$ cat config.mk
export PLATFORM = sky130hd
export DESIGN_NAME = rnd_arbiter
export DESIGN_NICKNAME = d
export VERILOG_FILES = /design/src/rtl/rnd_arbiter.sv
export SDC_FILE = /design/constraint.sdc
export NUM_CORES = 1
export LEC_CHECK = 0
export CAP_MARGIN = 20
export CORE_ASPECT_RATIO = 0.6
export CORE_MARGIN = 1
export CORE_UTILIZATION = 50
export CTS_BUF_LIST = sky130_fd_sc_hd__clkbuf_4 sky130_fd_sc_hd__clkbuf_8 sky130_fd_sc_hd__clkbuf_16
export DETAILED_ROUTE_END_ITERATION = 6
export GPL_ROUTABILITY_DRIVEN = 0
export PLACE_DENSITY = 0.8
export SLEW_MARGIN = 10
export SYNTH_ARGS = -nofsm -noshare
export SYNTH_HDL_FRONTEND = slang
export SYNTH_SLANG_ARGS = --single-unit
$ cat constraint.sdc
create_clock -name clk -period 4 [get_ports clk]
set_input_delay 0.8 -clock clk [delete_from_list [all_inputs] [get_ports clk]]
set_output_delay 0.8 -clock clk [all_outputs]
set_load 0.005 [all_outputs]
$ cat src/rtl/rnd_arbiter.sv
// rnd_arbiter: round-robin access to the shared LFSR word. Each granted sample
// is reduced modulo the requester's bound by a W-cycle restoring remainder.
module rnd_arbiter #(
  parameter int unsigned NREQ = 4,
  parameter int unsigned W    = 10
) (
  input  logic              clk,
  input  logic              rst,
  input  logic [W-1:0]      rnd_in,
  input  logic [NREQ-1:0]   req,
  input  logic [NREQ*W-1:0] bound,
  output logic [NREQ-1:0]   ack,
  output logic [W-1:0]      rnd_out,
  output logic              busy
);

  localparam int unsigned IW = (NREQ > 1) ? $clog2(NREQ) : 1;
  localparam int unsigned KW = (W > 1) ? $clog2(W) : 1;

  typedef enum logic [1:0] {
    IDLE,
    REDUCE,
    DONE
  } state_e;

  state_e          state_q, state_d;
  logic [IW-1:0]   ptr_q, ptr_d;
  logic [IW-1:0]   g_q, g_d;
  logic [W-1:0]    x_q, x_d;
  logic [W-1:0]    b_q, b_d;
  logic [W-1:0]    r_q, r_d;
  logic [KW-1:0]   k_q, k_d;
  logic [NREQ-1:0] ack_q, ack_d;
  logic [W-1:0]    out_q, out_d;

  logic            gnt_found;
  logic [IW-1:0]   gnt_idx;
  logic [IW-1:0]   cand;

  logic [W:0]      t;
  logic            t_ge;
  logic [W-1:0]    step;

  // Round-robin search: first requester at or after ptr, wrapping.
  always_comb begin
    gnt_found = 1'b0;
    gnt_idx   = '0;
    cand      = '0;
    for (int unsigned i = 0; i < NREQ; i++) begin
      cand = IW'((32'(ptr_q) + i) % NREQ);
      if (!gnt_found && req[cand]) begin
        gnt_found = 1'b1;
        gnt_idx   = cand;
      end
    end
  end

  // Remainder is held at W bits: the bit shifted out into t[W] only feeds the
  // compare, and any accepted difference is below 2^W (or equals t when b=0).
  always_comb begin
    t    = {r_q, x_q[k_q]};
    t_ge = (t >= {1'b0, b_q});
    step = t_ge ? (t[W-1:0] - b_q) : t[W-1:0];
  end

  always_comb begin
    state_d = state_q;
    ptr_d   = ptr_q;
    g_d     = g_q;
    x_d     = x_q;
    b_d     = b_q;
    r_d     = r_q;
    k_d     = k_q;
    ack_d   = '0;
    out_d   = out_q;
    unique case (state_q)
      IDLE: begin
        if (gnt_found) begin
          state_d = REDUCE;
          g_d     = gnt_idx;
          x_d     = rnd_in;
          b_d     = bound[gnt_idx*W +: W];
          r_d     = '0;
          k_d     = KW'(W - 1);
        end
      end
      REDUCE: begin
        r_d = step;
        if (k_q == '0) begin
          state_d    = DONE;
          k_d        = '0;
          ack_d[g_q] = 1'b1;
          out_d      = step;
        end else begin
          k_d = k_q - KW'(1);
        end
      end
      DONE: begin
        state_d = IDLE;
        ptr_d   = (g_q == IW'(NREQ - 1)) ? '0 : g_q + IW'(1);
      end
      default: state_d = IDLE;
    endcase
  end

  always_ff @(posedge clk) begin
    if (rst) begin
      state_q <= IDLE;
      ptr_q   <= '0;
      g_q     <= '0;
      x_q     <= '0;
      b_q     <= '0;
      r_q     <= '0;
      k_q     <= '0;
      ack_q   <= '0;
      out_q   <= '0;
    end else begin
      state_q <= state_d;
      ptr_q   <= ptr_d;
      g_q     <= g_d;
      x_q     <= x_d;
      b_q     <= b_d;
      r_q     <= r_d;
      k_q     <= k_d;
      ack_q   <= ack_d;
      out_q   <= out_d;
    end
  end

  assign ack     = ack_q;
  assign rnd_out = out_q;
  assign busy    = (state_q != IDLE);

  a_ack_onehot: assert property (@(posedge clk) disable iff (rst) $onehot0(ack));
  a_ack_pulse:  assert property (@(posedge clk) disable iff (rst) (|ack) |=> !(|ack));

endmodule

==> impl_metrics.json <==
{
  "dp_hpwl_microns": 5630,
  "syn2layout_area_growth_pct": 28.7,
  "drt_pass1_iterations": 4,
  "crit_path_start": "k_q[0]",
  "worst-path-stages": 12,
  "status": "finished clean",
  "cp-end-kind": "flop",
  "worst-endpoint-required_ns": 4.21,
  "drv_slew": 0,
  "cp.arrival_ns": 3.46,
  "grt_max_degree": 33,
  "dpl-instance-area_sq_um": 3740,
  "vias": 2615,
  "p_leak_uw": 0.00148,
  "powerDensity_nw_per_um2": 570,
  "crit_slowest_cell": "mux4_2",
  "tns_ns": 0,
  "final_area_sq_um": 3850,
  "reg2reg_to": "r_q[8]",
  "wl_microns": 7160,
  "hold_path_depth": 2,
  "synthArstFlopShare": 0,
  "met1Wirelength_microns": 3590,
  "rsz0062_at_grt": "no",
  "vias_per_cell": 5.36,
  "ys.flop_type": "dfxtp_1",
  "htreeDepth": 2,
  "postCtsSetupBuffers": 0,
  "antenna_found_initial": 0,
  "yosys_register_bits": 54,
  "route.met2.wl_microns": 2820,
  "setup_viol": 0,
  "synth.most_common_cell": "dfxtp_1",
  "yosysSeqAreaShare": 0.361,
  "post-synth-top-area-cell": "dfxtp_1",
  "reg2regPathDepth": 12,
  "wire_per_inst_microns": 14.7,
  "die_x_microns": 102,
  "path_max_fanout": 8,
  "pin_count": 71,
  "min_period_ns": 3.25,
  "fin_util": 0.679,
  "reg2reg_setup_slack_ns": 0.75,
  "synth.top_cell.area_share": 0.361,
  "synth_cells": 340,
  "drc": 0,
  "dieHeight_microns": 61.9,
  "ir_drop_uv": 279,
  "hold_viol": 0,
  "grt_overflow_total": 0,
  "grt_pass1_wl_microns": 11700,
  "highest_layer": "met4",
  "syn_nets": 412,
  "clk_latency_ns": 0.31,
  "fillers": 475,
  "grt_usage": 0.251,
  "critPathTopFamily": "compound AO/OA/AOI/OAI gates",
  "postRouteAntennaNets": 0,
  "wl_met3_microns": 674,
  "slowest_delay_ns": 0.55,
  "core_area_sq_um": 5680,
  "drive_above_1_share": 0.0833,
  "synth-edff-count": 0,
  "hp-class": "reg -> reg",
  "row_count": 21,
  "ys_types": 54,
  "max_freq_mhz": 308,
  "clk_pin_slew_ns": 0.10,
  "synth_common_cells": "dfxtp_1 (54), nand2_1 (45), mux2i_1 (33)",
  "critPathKind": "reg -> reg",
  "worstPathCellList": "mux4_2 > a21oi_1 > a2bb2oi_1 > ha_1 > inv_1 > fa_1 > a211oi_1 > nor2_1 > a211oi_1 > xnor2_1 > mux2i_1 > o21ai_1",
  "post_synth.cell_area_avg_sq_um": 8.80,
  "cts_root_buffer": "clkbuf_8",
  "ctsHoldBuffers": 0,
  "start_util": 0.527,
  "cts_tree": "yes",
  "fp.dieArea_sq_um": 6310,
  "numCtsBuffers": 5,
  "yosys-top-cells-area": "dfxtp_1 (36%), mux2i_1 (11%), ha_1 (6.3%)",
  "cts_resized": 0,
  "maxCapViolCount": 0,
  "crit_top_cell": "a211oi_1",
  "drt_iter0_drc": 195,
  "placement.io_buffers": 70,
  "crit_end": "r_q[8]",
  "tightestPinTransition_ns": 0.955,
  "critPathBufInv": 1,
  "cts_buffer_depth": 2,
  "r2r-start": "k_q[0]",
  "startpoint_type": "flop",
  "antennaDiodeCount": 0,
  "nNetsFinal": 479,
  "yosysWarnings": 0,
  "period_share": 0.812,
  "cts.sinks": 54,
  "slew_headroom": 0.363,
  "worst_clock_skew_ns": 0.00721,
  "syn-cell-area_sq_um": 2990,
  "grt_pass1_vias": 2493
}
==> tightest hold or removal path, delay by kind of cell, from the launching register on <==
kind               cells  cell delay, ns
and+or+nand+nor        1            0.05
AOI/OAI and AO/OA      1            0.05
DFF                    1            0.32
==> state kept, by name (all words and copies together), names as in the netlist <==
| name | flops |
|---|---|
| r_q | 10 |
| ptr_q | 2 |
| k_q | 4 |
| x_q | 10 |
| state_q | 2 |
| b_q | 10 |
| g_q | 2 |
| rnd_out | 10 |
| ack | 4 |
==> cell usage in the layout, fill, tap and decap left out, types with 2 or more instances in the layout <==
master            n
clkdlybuf4s50_1  70
dfxtp_1          54
nand2_1          45
mux2i_1          33
a21oi_1          28
o21ai_1          25
inv_1            18
nor2_1           17
ha_1             15
or3_1            11
mux2_2            9
nand2b_1          8
o21ai_0           8
and3_1            5
clkbuf_8          5
buf_4             5
xor2_1            4
nor3_1            3
a211oi_1          3
xnor2_1           3
a22o_1            2
nor3b_1           2
nand3b_1          2
a32o_1            2
clkinv_2          2
==> final cells by class <==
class | instances | area [sq um] | area share
multi-input cells | 253 | 1760 | 0.456
flip-flops and latches | 54 | 1080 | 0.281
repair buffers | 75 | 738 | 0.192
well taps | 80 | 100 | 0.0260
clock buffers | 5 | 68.8 | 0.0179
inverters | 18 | 67.6 | 0.0175
clock inverters | 3 | 40.0 | 0.0104
==> worst min-delay path by stage <==
stage | slack (ns) | end | from
global route | 0.48 | rnd_out[3] | rnd_out[3]
finish | 0.45 | rnd_out[1] | rnd_out[1]
detailed placement | 0.44 | rnd_out[1] | rnd_out[1]
CTS | 0.45 | rnd_out[1] | rnd_out[1]
floorplan | 0.43 | x_q[6] | x_q[6]
global placement | 0.44 | rnd_out[6] | rnd_out[6]
==> routing by layer <==
layer / vias to the layer above / track usage
met5: - / 0
met4: 0 / 0.0939
met3: 6 / 0.0761
met2: 108 / 0.371
met1: 1174 / 0.348
li1: 1327 / -
==> per-stage QoR <==
step	total power (uW)	std cells	setup WS (ns)	hold WS, ns
after floorplan	1550	340	1.08	0.433
after global placement	1800	480	0.790	0.438
after CTS	2190	488	0.741	0.455
after detailed placement	1820	480	0.771	0.442
final	2190	488	0.750	0.449
after global routing	2350	488	0.333	0.482
==> power breakdown <==
group          switching [uW]  internal [uW]
sequential               82.2            632
combinational             607            512
clock                     177            184
==> cell families after synthesis <==
group                      after synthesis  share of synthesized area
xor gates and xnor gates                 7                     0.0205
AOI/OAI and AO/OA                       82                      0.166
DFF                                     54                      0.361
and+or+nand+nor                        104                      0.171
buffers and inverters                   33                     0.0543
adders and majority gates               16                     0.0694
muxes                                   44                      0.157
(Power assumes the default switching activity.)
